`src/rtl/state_dump_unit_pkg.sv`:
```
// Shared constants for the state dump unit: word widths, output tags and FSM encodings.
package state_dump_unit_pkg;

   localparam int XLEN_32b = 32;
   localparam int XLEN_64b = 64;
   localparam int REG_CNT_DEF = 32;

   localparam logic [1:0] DUMP_TAG_TS  = 2'd0;
   localparam logic [1:0] DUMP_TAG_SEQ = 2'd1;
   localparam logic [1:0] DUMP_TAG_REG = 2'd2;
   localparam logic [1:0] DUMP_TAG_MEM = 2'd3;

   localparam logic [2:0] ST_IDLE    = 3'd0;
   localparam logic [2:0] ST_HDR_TS  = 3'd1;
   localparam logic [2:0] ST_HDR_SEQ = 3'd2;
   localparam logic [2:0] ST_REG_REQ = 3'd3;
   localparam logic [2:0] ST_REG_CAP = 3'd4;
   localparam logic [2:0] ST_MEM_REQ = 3'd5;
   localparam logic [2:0] ST_MEM_CAP = 3'd6;

   // Tag presented on the stream for a given state; non-emitting states report 0.
   function automatic logic [1:0] tag_for_state(input logic [2:0] st);
      case (st)
         ST_HDR_SEQ: return DUMP_TAG_SEQ;
         ST_REG_CAP: return DUMP_TAG_REG;
         ST_MEM_CAP: return DUMP_TAG_MEM;
         default:    return DUMP_TAG_TS;
      endcase
   endfunction

endpackage

```
`src/rtl/state_dump_unit_trigger.sv`:
```
// Dump start qualification: periodic tick generator, trigger merge and saturating drop counter.
module dump_trigger_gen
   import state_dump_unit_pkg::*;
#(
   parameter int PERIOD = 2000
) (
   input  logic       i_clk,
   input  logic       i_rst,
   input  logic       i_enable,
   input  logic       i_mode,
   input  logic       i_trigger,
   input  logic       i_idle,
   output logic       o_start,
   output logic [7:0] o_missed
);

   localparam int PC_W = $clog2(PERIOD);

   logic [PC_W-1:0] period_cnt;
   logic            period_tick;
   logic            start_req;

   assign period_tick = i_mode && (period_cnt == PC_W'(PERIOD - 1));
   // A trigger coincident with a tick is one request, not two.
   assign start_req   = (i_trigger || period_tick) && i_enable;
   assign o_start     = start_req && i_idle;

   always_ff @(posedge i_clk or posedge i_rst) begin
      if (i_rst) begin
         period_cnt <= '0;
         o_missed   <= '0;
      end else begin
         if (!i_mode || period_tick)
            period_cnt <= '0;
         else
            period_cnt <= period_cnt + PC_W'(1);

         if (start_req && !i_idle && (o_missed != 8'hFF))
            o_missed <= o_missed + 8'd1;
      end
   end

endmodule

```
`src/rtl/state_dump_unit.sv`:
```
// Snapshots the register file and a data-memory window and streams it as tagged words.
//
// state      | meaning
// IDLE       | waiting for a qualified start
// HDR_TS     | presenting latched timestamp header
// HDR_SEQ    | presenting sequence number header
// REG_REQ    | read strobe to register debug port for index k
// REG_CAP    | presenting register k, held until accepted
// MEM_REQ    | read strobe to memory debug port for word j
// MEM_CAP    | presenting memory word j, held until accepted
module state_dump_unit
   import state_dump_unit_pkg::*;
#(
   parameter int XLEN      = XLEN_32b,
   parameter int REG_CNT   = REG_CNT_DEF,
   parameter int MEM_WORDS = 32,
   parameter int ADDR_W    = 32,
   parameter int PERIOD    = 2000,
   parameter int TS_W      = 32
) (
   input  logic                       i_clk,
   input  logic                       i_rst,
   input  logic                       i_enable,
   input  logic                       i_mode,
   input  logic                       i_trigger,
   input  logic [ADDR_W-1:0]          i_mem_base,
   output logic                       o_reg_rd_en,
   output logic [$clog2(REG_CNT)-1:0] o_reg_rd_idx,
   input  logic [XLEN-1:0]            i_reg_rd_data,
   output logic                       o_mem_rd_en,
   output logic [ADDR_W-1:0]          o_mem_rd_addr,
   input  logic [XLEN-1:0]            i_mem_rd_data,
   output logic                       o_valid,
   input  logic                       i_ready,
   output logic [XLEN-1:0]            o_data,
   output logic [1:0]                 o_tag,
   output logic [15:0]                o_index,
   output logic                       o_last,
   output logic                       o_busy,
   output logic [7:0]                 o_missed
);

   localparam int RI_W    = $clog2(REG_CNT);
   localparam int MI_W    = (MEM_WORDS > 1) ? $clog2(MEM_WORDS) : 1;
   localparam int BYTES   = XLEN / 8;
   localparam logic [ADDR_W-1:0] ADDR_MASK = ~(ADDR_W'(BYTES - 1));

   logic [2:0]        state;
   logic [RI_W-1:0]   reg_idx;
   logic [MI_W-1:0]   mem_idx;
   logic [ADDR_W-1:0] mem_addr;
   logic [TS_W-1:0]   ts_cnt;
   logic [TS_W-1:0]   ts_lat;
   logic [15:0]       seq_cnt;
   logic [XLEN-1:0]   cap_data;
   logic              cap_fresh;
   logic              idle;
   logic              dump_start;
   logic [XLEN-1:0]   word_data;

   assign idle   = (state == ST_IDLE);
   assign o_busy = !idle;

   dump_trigger_gen #(
      .PERIOD (PERIOD)
   ) u_trigger (
      .i_clk     (i_clk),
      .i_rst     (i_rst),
      .i_enable  (i_enable),
      .i_mode    (i_mode),
      .i_trigger (i_trigger),
      .i_idle    (idle),
      .o_start   (dump_start),
      .o_missed  (o_missed)
   );

   always_ff @(posedge i_clk or posedge i_rst) begin
      if (i_rst) begin
         state     <= ST_IDLE;
         reg_idx   <= '0;
         mem_idx   <= '0;
         mem_addr  <= '0;
         ts_cnt    <= '0;
         ts_lat    <= '0;
         seq_cnt   <= '0;
         cap_data  <= '0;
         cap_fresh <= 1'b0;
      end else begin
         ts_cnt    <= ts_cnt + TS_W'(1);
         cap_fresh <= 1'b0;
         case (state)
            ST_IDLE: begin
               if (dump_start) begin
                  state    <= ST_HDR_TS;
                  ts_lat   <= ts_cnt;
                  mem_addr <= i_mem_base & ADDR_MASK;
                  reg_idx  <= '0;
                  mem_idx  <= '0;
               end
            end
            ST_HDR_TS: if (i_ready) state <= ST_HDR_SEQ;
            ST_HDR_SEQ: if (i_ready) state <= ST_REG_REQ;
            ST_REG_REQ: begin
               state     <= ST_REG_CAP;
               cap_fresh <= 1'b1;
            end
            ST_REG_CAP: begin
               if (cap_fresh) cap_data <= i_reg_rd_data;
               if (i_ready) begin
                  if (reg_idx == RI_W'(REG_CNT - 1)) begin
                     state   <= ST_MEM_REQ;
                     reg_idx <= '0;
                  end else begin
                     state   <= ST_REG_REQ;
                     reg_idx <= reg_idx + RI_W'(1);
                  end
               end
            end
            ST_MEM_REQ: begin
               state     <= ST_MEM_CAP;
               cap_fresh <= 1'b1;
            end
            ST_MEM_CAP: begin
               if (cap_fresh) cap_data <= i_mem_rd_data;
               if (i_ready) begin
                  if (mem_idx == MI_W'(MEM_WORDS - 1)) begin
                     state   <= ST_IDLE;
                     mem_idx <= '0;
                     seq_cnt <= seq_cnt + 16'd1;
                  end else begin
                     state    <= ST_MEM_REQ;
                     mem_idx  <= mem_idx + MI_W'(1);
                     mem_addr <= mem_addr + ADDR_W'(BYTES);
                  end
               end
            end
            default: state <= ST_IDLE;
         endcase
      end
   end

   // Read data arrives in the first capture cycle; pass it straight through, then hold the copy.
   always_comb begin
      word_data = cap_data;
      if (cap_fresh)
         word_data = (state == ST_REG_CAP) ? i_reg_rd_data : i_mem_rd_data;
   end

   always_comb begin
      o_valid = 1'b0;
      o_data  = '0;
      o_index = '0;
      case (state)
         ST_HDR_TS: begin
            o_valid = 1'b1;
            o_data  = XLEN'(ts_lat);
         end
         ST_HDR_SEQ: begin
            o_valid = 1'b1;
            o_data  = XLEN'(seq_cnt);
         end
         ST_REG_CAP: begin
            o_valid = 1'b1;
            o_data  = word_data;
            o_index = 16'(reg_idx);
         end
         ST_MEM_CAP: begin
            o_valid = 1'b1;
            o_data  = word_data;
            o_index = 16'(mem_idx);
         end
         default: ;
      endcase
   end

   assign o_tag         = tag_for_state(state);
   assign o_last        = (state == ST_MEM_CAP) && (mem_idx == MI_W'(MEM_WORDS - 1));
   assign o_reg_rd_en   = (state == ST_REG_REQ);
   assign o_reg_rd_idx  = o_reg_rd_en ? reg_idx : '0;
   assign o_mem_rd_en   = (state == ST_MEM_REQ);
   assign o_mem_rd_addr = o_mem_rd_en ? mem_addr : '0;

endmodule
```
`config.mk`:
```
export PLATFORM = sky130hd
export DESIGN_NAME = state_dump_unit
export DESIGN_NICKNAME = d
export VERILOG_FILES = /design/src/rtl/state_dump_unit_pkg.sv /design/src/rtl/state_dump_unit_trigger.sv /design/src/rtl/state_dump_unit.sv
export SDC_FILE = /design/constraint.sdc
export NUM_CORES = 1
export LEC_CHECK = 0
export CAP_MARGIN = 20
export CORE_ASPECT_RATIO = 0.6
export CORE_MARGIN = 4
export CORE_UTILIZATION = 50
export CTS_CLUSTER_SIZE = 8
export DETAILED_ROUTE_END_ITERATION = 8
export PLACE_DENSITY = 0.82
export SLEW_MARGIN = 10
export SYNTH_ARGS = -nofsm -noshare
export SYNTH_HDL_FRONTEND = slang
export SYNTH_HIERARCHICAL = 1
export SYNTH_SLANG_ARGS = --single-unit
export TNS_END_PERCENT = 5
```
`constraint.sdc`:
```
create_clock -name i_clk -period 14.89 [get_ports i_clk]
set_input_delay 2.978 -clock i_clk [delete_from_list [all_inputs] [get_ports i_clk]]
set_output_delay 2.978 -clock i_clk [all_outputs]
set_load 0.005 [all_outputs]
```
* Word level (Yosys, flattened, before mapping)
Cells that the tools add are included.
Storage, ports and cells: memory bits (writable) 0, word-level logic and storage cells 92, memories kept 0, bits in read-only memories 0, bits in latches 0, register bits 177, input port bits 102
Operators by class: add/sub/neg operators 7, div/mod/pow operators 0, magnitude comparators 0, bitwise logic cells 0, $mul 0, eq/ne operators 18, mux-type cells 32, shift-type cells 0, reductions and logical operators 24
Operators by type and width (number):
- 2-to-1 mux 32 bit | 8
- one-hot mux 32 bit (2 select lines) | 2
- one-hot mux 32 bit (3 select lines) | 1
- adder 32 x 1 -> 32 bit, second input constant | 1
- adder 32 x 3 -> 32 bit, second input constant | 1
- 2-to-1 mux 5 bit | 6
- one-hot mux 5 bit (2 select lines) | 3
- 2-to-1 mux 3 bit | 7
- one-hot mux 3 bit (7 select lines) | 1
- adder 16 x 1 -> 16 bit, second input constant | 1
- != test 2 bit, second input constant | 8
- AND reduction 3 bit | 4
- adder 11 x 1 -> 11 bit, second input constant | 1
- equality test 11 bit, second input constant | 1
- 2-to-1 mux 11 bit | 1
- adder 5 x 1 -> 5 bit, second input constant | 2
- equality test 5 bit, second input constant | 2
- equality test 3 bit, second input constant | 3
- adder 8 x 1 -> 8 bit, second input constant | 1
- != test 8 bit, second input constant | 1
- equality test 3 x 2 -> 1 bit, second input constant | 2
- logical AND 1 bit | 6
- one-hot mux 2 bit (3 select lines) | 1
- nonzero test 2 bit | 3
- 10 further kinds | 14

* Depth between registers and ports, before layout
depth in word-level cells 7, mapped depth 13, mapped depth without buffers 11

* Hierarchy
The synthesis kept the hierarchy.
Modules (own cells, without submodules):
- state_dump_unit | seq. area each 3903.7 um2, times used 1, area an instance 9018.6 um2, cells each 990
- dump_trigger_gen | seq. area each 475.5 um2, times used 1, area an instance 938.4 um2, cells each 87

* Worst setup path before layout
OpenSTA, ideal clock, no wires.
kind in2out, start point input i_mem_rd_data[9], end point output o_data[9], arrival time 3439 ps, data required time 11912 ps, setup slack 8473 ps, stages on the path 4, cells stage by stage mux2i_1 -> a21oi_1 -> a22oi_1 -> o21ai_0
Between the ends: word-level cells in the longest chain between the ends 3
RTL lines:
- start, declared | line state_dump_unit.sv:32 | input logic [XLEN-1:0] i_mem_rd_data,
- 2-to-1 mux 32 bit | line state_dump_unit.sv:146 | word_data = (state == ST_REG_CAP) ? i_reg_rd_data : i_mem_rd_data;
- 2-to-1 mux 32 bit | line state_dump_unit.sv:145 | if (cap_fresh)
- one-hot mux 32 bit (3 select lines) | line state_dump_unit.sv:153 | case (state)
- end, declared | line state_dump_unit.sv:35 | output logic [XLEN-1:0] o_data,
No other way between the ends.

* Final worst setup path
start point input i_mem_rd_data[0], end point output o_data[0]
The elaborated chain is that of the path after synthesis.

==> impl_metrics.toml <==
[global_routing]
grt_max_degree = 91
gr-total-overflow = 0
busiest_layer = "met1"
grt_pass1_wl_um = 43000
antenna_found_initial = 0
met1_usage_pct = 35.4
grt_pass1_vias = 8207
grt_use_total_pct = 23.7
gr-usage-met2_pct = 34.8
use_met3_pct = 6.53

[power_and_ir_drop]
cellLeakagePower_nw = 5.49
pwr_density_cell_nw_per_um2 = 147
p_total_mw = 1.84
worst_ir_drop_vdd_mv = 0.0963

[worst_setup_path]
cp_common_cell = "clkdlybuf4s50_1"
worstSetupEndpointType = "primary output"
cp_cell_sequence = "clkdlybuf4s50_1, mux2i_1, a21oi_1, a22oi_1, o21ai_0, clkdlybuf4s50_1"
crit_required_ns = 11.91
path_class = "in -> out"
cpMaxStageDelayCell = "clkdlybuf4s50_1"
crit_arrival_ns = 4.80
max_stage_delay_ns = 0.58
critPathLaunchType = "primary input"
path_max_fanout = 2

[logic_synthesis]
yosysWarnings = 6
syn_inst = 1077
syn_area_per_cell_sq_um = 9.25
synth_area_sq_um = 9960
ys_seq_area_share_pct = 44.0
ys_seq_elements = 175
yosysTopAreaCellShare_pct = 44.0
synth_edf_count = 0
synth_flop_cell = "dfrtp_1"
synth.area.top_cells = "dfrtp_1, mux2i_1, o21ai_0"
synth_top_cell_by_area = "dfrtp_1"
synthArstFlopShare_pct = 100
synth.distinct_cells = 69

[place]
numPortBuffers = 186
dp_hpwl_um = 18900
dp.cells = 1469
gp_congestion = 0.903

[drt]
dr.pass1.iters = 8
drtIter0Drc = 748
ant_nets = 0
drc = 0
vias = 8630
routed_wirelength_um = 26900
wl_per_cell_um = 17.9
vias_per_cell = 5.75

[sta]
rsz0062_at_grt = "false"
fmax_mhz = 129
fin_crit_sh_pct = 52.3
hold_viol_final = 0
timing.hold.ws_ns = 0.474
tightestPinTransition_ns = 1.08
maxSlewViolCount = 0
setup_tns_ns = 0
setup_violations = 0
slew_headroom_pct = 28.2
fin_worst_skew_ns = 0.0138
layout_min_cycle_time_ns = 7.78

[floorplanning]
die-area_sq_um = 22300
start_util_pct = 51.7
core-area_sq_um = 19300
row_count = 39
fp.dieW_um = 190
die_y_um = 117
io_pins = 202

[cells_and_area]
nNetsFinal = 1334
fill_cells = 1552
diodes = 0
syn_to_final_growth_pct = 25.2
final_common_cell = "clkdlybuf4s50_1"
layout-drive-gt1-share_pct = 7.93
layoutNonFillerInstCount = 1502
mostFrequentLayoutCells = "clkdlybuf4s50_1, dfrtp_1, nand2_1"
post-route-util_pct = 64.7

[clocking]
root_buffer = "clkbuf_16"
clkTransAtPathRegs_ns = 0.07
cts_made_buffers = 17
hold_buffers = 0
cts_resized = 0
clkSinkCount = 175
tritoncts = "done"
clock_latency_ns = 0.43
post_cts_buffers = 0
clock_path_buffers = 2
htreeDepth = 4

[status]
outcome = "finished, final reports clean"

[job]
maxCapViolCount = 0

[hold_path]
hold_class = "reg -> reg"
per-stage QoR:
step / area [sq um] / setup WS [ns]
2_1_floorplan: 10000 / 7.71
3_3_place_gp: 11900 / 7.04
3_5_place_dp: 11900 / 7.05
4_1_cts: 12400 / 7.05
5_1_grt: 12500 / 6.97
6_report: 12500 / 7.11
area by class of cell:
| class | count | area [sq um] | area share, % |
|---|---|---|---|
| multi-input cells | 822 | 5180 | 41.6 |
| flip-flops and latches | 175 | 4380 | 35.1 |
| repair buffers | 197 | 1970 | 15.8 |
| clock buffers | 20 | 447 | 3.58 |
| well taps | 266 | 333 | 2.67 |
| clock inverters | 12 | 110 | 0.883 |
| inverters | 10 | 42.5 | 0.341 |
flip-flops by register name, summed over array words and instances, names as in the netlist, 5 cells and up:
signal,count
ts_cnt,32
cap_data,32
u_trigger/o_missed,8
u_trigger/period_cnt,11
ts_lat,32
mem_idx,5
seq_cnt,16
mem_addr,30
reg_idx,5
routing by layer:
| layer | share of wire [%] | up-vias |
|---|---|---|
| li1 | - | 4105 |
| met1 | 47 | 4137 |
| met2 | 44 | 362 |
| met3 | 8.3 | 26 |
| met4 | 0.87 | 0 |
| met5 | 0 | - |
report_power, final:
group          internal (mW)  switching [mW]
sequential             0.588           0.131
clock                  0.236           0.194
combinational          0.327           0.363
total                   1.15           0.687
cell families (layout without fill, tap and decap cells):
family,Yosys count,count (layout),share of synthesized area (%)
flops,175,175,44.0
compound gates,236,236,14.0
fa+ha+maj,9,9,1.13
other cells,1,13,0.0377
xor+xnor,61,61,5.37
simple gates,403,403,20.5
mux,100,100,10.5
buf+inv,92,239,4.47
synthesized netlist by cell type, drive strengths merged, types with 11 or more instances:
library cell  count
dfrtp           175
nand2           145
o21ai           111
nor2             66
mux2i            65
a21oi            57
buf              45
xnor2            45
and2             38
nand3            38
clkbuf           37
mux2             35
and3             29
nand4            24
nor3             17
a22oi            16
xor2             16
and4             11
critical path: cells and delay by family:
family | cells | cell delay [ns]
muxes | 1 | 0.09
AOI/OAI and AO/OA | 3 | 0.65
buffers and inverters | 2 | 1.09
final timing paths:
kind / from / to / slack [ns] / cells past startpoint
worst max-delay path: i_mem_rd_data[0] / o_data[0] / 7.11 / 6
worst min-delay path: cap_data[20]$_DFFE_PP0P_ / cap_data[20]$_DFFE_PP0P_ / 0.47 / 2
worst max register to register: state[1]$_DFFE_PP0P_ / mem_idx[3]$_DFFE_PP0P_ / 11.04 / 9
worst min register to register: cap_data[20]$_DFFE_PP0P_ / cap_data[20]$_DFFE_PP0P_ / 0.47 / 2
max in group asynchronous: i_rst / ts_lat[30]$_DFFE_PP0P_ / 10.39 / 3
min in group asynchronous: i_rst / u_trigger/o_missed[2]$_DFFE_PP0P_ / 3.09 / 2
No activity file was read; power rests on OpenSTA's default activity.
